## config.mk

```make
export PLATFORM = sky130hd
export DESIGN_NAME = cla_nibble_subtractor_flat
export DESIGN_NICKNAME = d
export VERILOG_FILES = /design/src/rtl/cla_nibble_subtractor_if.sv /design/src/rtl/cla_nibble_subtractor.sv /design/src/flat_wrapper.sv
export SDC_FILE = /design/constraint.sdc
export NUM_CORES = 1
export LEC_CHECK = 0
export BUFFER_PORTS_ARGS = -buffer_cell sky130_fd_sc_hd__buf_4
export CORE_MARGIN = 1
export CORE_UTILIZATION = 50
export CTS_CLUSTER_DIAMETER = 50
export DETAILED_ROUTE_END_ITERATION = 10
export PLACE_DENSITY = 0.83
export SLEW_MARGIN = 20
export SYNTH_ARGS = -nofsm -noshare
export SYNTH_HDL_FRONTEND = slang
export SYNTH_SLANG_ARGS = --single-unit
```

## constraint.sdc

```tcl
create_clock -name clk -period 5.4 [get_ports clk]
set_input_delay 0.54 -clock clk [delete_from_list [all_inputs] [get_ports clk]]
set_output_delay 0.54 -clock clk [all_outputs]
set_load 0.02 [all_outputs]
```

## src/rtl/cla_nibble_subtractor_if.sv

```systemverilog
`default_nettype none
// ============================================================================
// cla_nibble_subtractor_if : start/busy/done bus of the nibble-serial subtractor
// Rev 1.0
// ============================================================================
interface cla_nibble_subtractor_if #(
    parameter int WIDTH = 16
);
    logic             start;
    logic [WIDTH-1:0] a;
    logic [WIDTH-1:0] b;
    logic             b_in;
    logic             busy;
    logic             done;
    logic [WIDTH-1:0] diff;
    logic             b_out;
    logic             overflow;

    modport master (
        output start, a, b, b_in,
        input  busy, done, diff, b_out, overflow
    );

    modport slave (
        input  start, a, b, b_in,
        output busy, done, diff, b_out, overflow
    );
endinterface
`default_nettype wire

```

## src/rtl/cla_nibble_subtractor.sv

```systemverilog
`default_nettype none
// ============================================================================
// cla_nibble_subtractor : a - b - b_in, one 4-bit lookahead slice per clock
// Rev 1.0
// ============================================================================
module cla_nibble_subtractor #(
    parameter int WIDTH = 16
) (
    input  logic                    clk,
    input  logic                    rst_n,
    cla_nibble_subtractor_if.slave  bus
);
    localparam int c_NIBBLES = WIDTH / 4;
    localparam int c_CW      = (c_NIBBLES > 1) ? $clog2(c_NIBBLES) : 1;
    localparam logic [c_CW-1:0] c_LAST = c_CW'(c_NIBBLES - 1);

    typedef enum logic [1:0] {
        S_IDLE = 2'd0,
        S_RUN  = 2'd1,
        S_DONE = 2'd2
    } state_t;

    state_t            state_q, state_d;
    logic [c_CW-1:0]   cnt_q, cnt_d;
    logic [WIDTH-1:0]  a_q, a_d;
    logic [WIDTH-1:0]  b_q, b_d;
    logic              borrow_q, borrow_d;
    logic [WIDTH-1:0]  diff_q, diff_d;
    logic              b_out_q, b_out_d;
    logic              overflow_q, overflow_d;

    logic [c_CW+1:0]   idx;
    logic [3:0]        x, y, g, p, sum;
    logic              c0, c1, c2, c3, c4;

    assign idx = {cnt_q, 2'b00};

    // Subtraction as a + ~b + 1 - borrow: invert the subtrahend nibble and the incoming borrow.
    always_comb begin
        x  = a_q[idx +: 4];
        y  = ~b_q[idx +: 4];
        c0 = ~borrow_q;
        g  = x & y;
        p  = x ^ y;
        c1 = g[0] | (p[0] & c0);
        c2 = g[1] | (p[1] & g[0]) | (p[1] & p[0] & c0);
        c3 = g[2] | (p[2] & g[1]) | (p[2] & p[1] & g[0]) | (p[2] & p[1] & p[0] & c0);
        c4 = g[3] | (p[3] & g[2]) | (p[3] & p[2] & g[1]) | (p[3] & p[2] & p[1] & g[0])
           | (p[3] & p[2] & p[1] & p[0] & c0);
        sum = p ^ {c3, c2, c1, c0};
    end

    always_comb begin
        state_d    = state_q;
        cnt_d      = cnt_q;
        a_d        = a_q;
        b_d        = b_q;
        borrow_d   = borrow_q;
        diff_d     = diff_q;
        b_out_d    = b_out_q;
        overflow_d = overflow_q;
        case (state_q)
            S_IDLE: begin
                if (bus.start) begin
                    state_d  = S_RUN;
                    a_d      = bus.a;
                    b_d      = bus.b;
                    borrow_d = bus.b_in;
                    cnt_d    = '0;
                end
            end
            S_RUN: begin
                diff_d[idx +: 4] = sum;
                borrow_d         = ~c4;
                cnt_d            = cnt_q + 1'b1;
                if (cnt_q == c_LAST) begin
                    state_d    = S_DONE;
                    b_out_d    = ~c4;
                    // sum[3] is the new sign bit of diff on the final nibble.
                    overflow_d = (a_q[WIDTH-1] ^ b_q[WIDTH-1]) & (a_q[WIDTH-1] ^ sum[3]);
                end
            end
            S_DONE:  state_d = S_IDLE;
            default: state_d = S_IDLE;
        endcase
    end

    always_ff @(posedge clk or negedge rst_n) begin
        if (!rst_n) begin
            state_q    <= S_IDLE;
            cnt_q      <= '0;
            a_q        <= '0;
            b_q        <= '0;
            borrow_q   <= 1'b0;
            diff_q     <= '0;
            b_out_q    <= 1'b0;
            overflow_q <= 1'b0;
        end else begin
            state_q    <= state_d;
            cnt_q      <= cnt_d;
            a_q        <= a_d;
            b_q        <= b_d;
            borrow_q   <= borrow_d;
            diff_q     <= diff_d;
            b_out_q    <= b_out_d;
            overflow_q <= overflow_d;
        end
    end

    assign bus.busy     = (state_q == S_RUN);
    assign bus.done     = (state_q == S_DONE);
    assign bus.diff     = diff_q;
    assign bus.b_out    = b_out_q;
    assign bus.overflow = overflow_q;
endmodule
`default_nettype wire

```

## src/flat_wrapper.sv

```systemverilog
// flat-port wrapper written by rule: the top's interface ports become plain ports
module cla_nibble_subtractor_flat 
#(
    parameter int WIDTH = 16
)
  (clk, rst_n, bus_start, bus_a, bus_b, bus_b_in, bus_busy, bus_done, bus_diff, bus_b_out, bus_overflow);
  cla_nibble_subtractor_if #(.WIDTH(WIDTH)) bus_i ();
  input  logic clk;
  input  logic rst_n;
  input wire logic [$bits(bus_i.start)-1:0] bus_start;
  input wire logic [$bits(bus_i.a)-1:0] bus_a;
  input wire logic [$bits(bus_i.b)-1:0] bus_b;
  input wire logic [$bits(bus_i.b_in)-1:0] bus_b_in;
  output wire logic [$bits(bus_i.busy)-1:0] bus_busy;
  output wire logic [$bits(bus_i.done)-1:0] bus_done;
  output wire logic [$bits(bus_i.diff)-1:0] bus_diff;
  output wire logic [$bits(bus_i.b_out)-1:0] bus_b_out;
  output wire logic [$bits(bus_i.overflow)-1:0] bus_overflow;
  assign bus_i.start = bus_start;
  assign bus_i.a = bus_a;
  assign bus_i.b = bus_b;
  assign bus_i.b_in = bus_b_in;
  assign bus_busy = bus_i.busy;
  assign bus_done = bus_i.done;
  assign bus_diff = bus_i.diff;
  assign bus_b_out = bus_i.b_out;
  assign bus_overflow = bus_i.overflow;
  cla_nibble_subtractor #(.WIDTH(WIDTH)) u_core (.clk(clk), .rst_n(rst_n), .bus(bus_i));
endmodule
```

# Word level (Yosys, flattened, before mapping)
# Cells that the tools add are included.
# totals
ff_bits	55
input_bits	36
out_inout_bits	20
elab_cells	68
# op_classes
addsub	2
n_eq_ne	5
n_shift	4
n_mux	8
n_bitwise	35
n_reduce_logical	6
# ops
cell	count
$shiftx 16x5->4	2
$and 1x1->1	17
$bwmux 16	1
$shift 4x6->16 const A	1
$shiftx 4x6->16	1
$or 1x1->1	10
$pmux 2 s2	2
$reduce_and 2->1	4
$xor 4x4->4	2
$mux 2	3
$neg 4->6	1
$and 4x4->4	1
$eq 2x2->1 const B	2
$not 4->4	1
$add 2x1->2 const B	1
$eq 2x1->1 const B	1
$logic_not 2->1	1
$ne 2x1->1 const B	1
$ne 2x2->1 const B	1
$not 1->1	2
$pmux 1 s2	1
$reduce_bool 2->1	1
$xor 1x1->1	2
$mux 1	1

# Longest topological paths before layout
# depth
word_depth	10
mapped_depth	9
depth_no_buf	8

# Least setup slack after synthesis
# No wires, ideal clock.
# synth_path
path_kind	flip-flop to flip-flop
startpoint	register u_core.cnt_q[0]
endpoint	register u_core.overflow_q, in the netlist u_core.bus.overflow
arrival_ps	2428
slack_ps	2848
stages_incl_launch_ff	9
n_path_buf	1
synth_period_minus_slack_ps	2552
path_cell_list	dfrtp_1 buf_4 mux4_2 ha_1 a21oi_1 nor2b_1 a211oi_4 nor4b_1 a211o_1
# synth_between
elab_chain_len	10
# synth_lines
element	line_no	text
from (decl)	cla_nibble_subtractor.sv:24	logic [c_CW-1:0] cnt_q, cnt_d;
from (signal assigned)	cla_nibble_subtractor.sv:100	cnt_q <= cnt_d;
$shiftx 16x5->4	cla_nibble_subtractor.sv:41	y = ~b_q[idx +: 4];
$not 4->4	cla_nibble_subtractor.sv:41	
$xor 4x4->4 or $and 4x4->4 (tied branches)	cla_nibble_subtractor.sv:44, cla_nibble_subtractor.sv:43	
$and 1x1->1	cla_nibble_subtractor.sv:47	c3 = g[2] | (p[2] & g[1]) | (p[2] & p[1] & g[0]) | (p[2] & p[1] & p[0] & c0);
$or 1x1->1 or $and 1x1->1 (tied branches) (2 in series)	cla_nibble_subtractor.sv:47	
$or 1x1->1	cla_nibble_subtractor.sv:47	
$xor 4x4->4	cla_nibble_subtractor.sv:50	sum = p ^ {c3, c2, c1, c0};
$xor 1x1->1	cla_nibble_subtractor.sv:80	overflow_d = (a_q[WIDTH-1] ^ b_q[WIDTH-1]) & (a_q[WIDTH-1] ^ sum[3]);
$and 1x1->1	cla_nibble_subtractor.sv:80	
to (signal assigned)	cla_nibble_subtractor.sv:106	overflow_q <= overflow_d;
to (decl)	cla_nibble_subtractor.sv:30	logic overflow_q, overflow_d;
# Parallel ways exist; a longest one is shown, timed or not.
# A chain may end at the register's enable or synchronous reset.

# Final worst setup path
# Ends and elaborated chain as after synthesis.

==> results.toml <==
[run_status]
run_status = "completed"

[synth]
synthesis.area_um2 = 2620
synth_nets = 242
synthCells = 194
async_flop_share_pct = 100
synth-main-ff-cell = "dfrtp_1"
synthDistinctLibCells = 38
yosys_warnings = 0
synth_edf_count = 0
synth_seq_area_share_pct = 52.6
synth_seq_cells = 55
syn_avg_cell_area_um2 = 13.5

[floorplanning]
io_pins = 56
core-area_um2 = 4880
rows = 25
die-height_um = 74.3
fp.dieW_um = 74.3
die-area_um2 = 5530
initial_utilization_pct = 53.6

[route]
routedWlPerCell_um = 15.1
routed_via_density = 5.37
drc_errors = 0
dr.pass1.iters = 4
drt_wl_total_um = 4780
drt-initial-drc-count = 96
drtAntennaViolNets = 0
vias = 1701

[power]
powerDensity_nw_per_um2 = 705
total_leakage_power_nw = 1.50
irDropWorstVdd_uv = 322

[clock_network]
path_clk_slew_ps = 100
post_cts_buffers = 0
htree_levels = 2
cts.path.max_buffers = 2
clock_sinks = 55
tritoncts.num_buffers = 5
ctsRootBufferMaster = "clkbuf_8"
cts_resized = 0
cts-hold-fix-buffers = 0
cts_tree = "done"
worst_skew_pair.late_latency_ps = 310

[finish]
seqCellArea_um2 = 1380
multi_input_area_um2 = 1160
layout_common_cells = "buf_4, dfrtp_1, mux2_1, nand2_1, ha_1"
n_fill_cell = 413
stdcell_count = 317
final_common_cell = "buf_4"
synthToLayoutAreaGrowth_pct = 22.1
final_net_count = 297
n_antenna_cell = 0
drive_gt1_share_pct = 32.0

[grt]
grt_antenna_before_repair = 0
grt_pass1_wl_um = 8180
grt_util_all_layers_pct = 20.1
use_met3_pct = 5.15
grt_max_degree = 56
met2_usage_pct = 33.1
busiest_layer = "met2"
overflow = 0
grt_pass1_vias = 1738
grt_util_met1_pct = 25.5

[hold_path]
hold_path.class = "input port to asynchronous set/reset pin"

[setup_path]
crit_fanout = 17
critPathLaunchType = "register"
crit_start = "u_core.cnt_q[0]$_DFFE_PN0P_"
crit_required_ps = 5610
critPathKind = "register to register"
cp_data_arrival_time_ps = 3280
end_kind = "register"
r2r-start = "u_core.cnt_q[0]$_DFFE_PN0P_"

[timing]
setup_viol = 0
rsz0062_at_grt = "no"
tightestPinTransition_ps = 778
clock.fmax_mhz = 326
fin_setup_tns_ps = 0
fin_crit_ps = 3070
finalHoldViolCount = 0
min_period_over_period_pct = 56.9
slew_violations = 0
slew_headroom_pct = 48.1
finClkSkew_ps = 6.06

[placed_design]
dpl.hpwl_um = 3550
numPortBuffers = 55
routabilityCongestion = 0.754
dp.cells = 309

[flow_run]
cap_violations = 0
[area by class of cell]
cell class | count | share of cell area (%)
timing repair buffer | 56 | 13.2
multi-input combinational | 121 | 36.4
clock buffer | 5 | 2.15
inverter | 10 | 1.18
tap | 67 | 2.62
clock inverter | 3 | 1.37
sequential | 55 | 43.1
[registers in the layout, indices dropped and copies added, names as in the netlist]
| register | cells |
|---|---|
| u_core.borrow_q | 1 |
| u_core.state_q | 2 |
| u_core.bus.overflow | 1 |
| u_core.bus.b_out | 1 |
| u_core.a_q | 16 |
| u_core.bus.diff | 16 |
| u_core.cnt_q | 2 |
| u_core.b_q | 16 |
[kinds of logic (layout without fill, tap and decap cells)]
| group | Yosys count | in the layout | synth area share, % |
|---|---|---|---|
| AOI/OAI and AO/OA | 29 | 29 | 9.18 |
| adders and majority gates | 12 | 12 | 6.03 |
| DFF | 55 | 55 | 52.6 |
| xor gates and xnor gates | 2 | 2 | 0.670 |
| and+or+nand+nor | 38 | 38 | 7.75 |
| muxes | 40 | 40 | 20.7 |
| buffers and inverters | 18 | 74 | 3.11 |
[power breakdown]
part	internal, mW	leakage (nW)	total [mW]	switching (mW)
Combinational	0.570	0.759	1.24	0.667
Clock	0.138	0.0581	0.271	0.132
Sequential	0.601	0.680	0.745	0.144
[cell usage after synthesis, types with 2 or more instances]
library cell / count / area share (%)
dfrtp_1: 55 / 53
mux2_1: 32 / 14
nand2_1: 15 / 2.2
ha_1: 11 / 5.3
a22o_1: 8 / 2.7
inv_1: 8 / 1.1
mux4_2: 8 / 6.9
nor2_1: 6 / 0.86
buf_2: 5 / 0.96
o21ai_1: 4 / 0.77
o31ai_1: 4 / 1.1
nand2b_1: 3 / 0.72
o41ai_1: 3 / 1.0
a21oi_1: 2 / 0.38
buf_4: 2 / 0.57
inv_2: 2 / 0.29
nand3b_1: 2 / 0.57
nor2b_1: 2 / 0.48
o21a_1: 2 / 0.57
or3_1: 2 / 0.48
[critical path: stages (launching register included)]
cell and delay (ps):
dfrtp_1 860, mux4_2 640, inv_1 100, ha_1 240, nor2b_4 140, o2111a_2 280, a211oi_4 320, nor4b_1 110
a211o_1 270
[stage by stage]
step                hold slack, ps  setup slack [ps]  instance area [um2]  utilization, %  power (mW)
floorplan                      244              2850                 2620               -        1.64
global placement               466              2410                 3080            63.2        1.95
detailed placement             471              2290                 3080            63.2        2.00
CTS                            281              2280                 3190            65.5        2.28
global route                   306              2120                 3190            65.5        2.43
finish                         255              2330                 3190            65.5        2.25
[metal layers]
metal  vias to the layer above  wire length [um]
li1                        812                 -
met1                       832              2120
met2                        48              2400
met3                         9               184
met4                         0                76
met5                         -                 0
[worst paths after layout]
| kind | endpoint | slack (ps) | cells after the start |
|---|---|---|---|
| setup / recovery | u_core.bus.overflow$_DFFE_PN0P_ | 2330 | 8 |
| hold / removal | u_core.bus.diff[5]$_DFFE_PN0P_ | 250 | 1 |
| setup reg to reg | u_core.bus.overflow$_DFFE_PN0P_ | 2330 | 8 |
| hold reg to reg | u_core.a_q[1]$_DFFE_PN0P_ | 490 | 1 |
| max in group asynchronous | u_core.a_q[2]$_DFFE_PN0P_ | 4680 | 1 |
| min in group clk | u_core.a_q[8]$_DFFE_PN0P_ | 430 | 2 |
(Power assumes the default switching activity.)
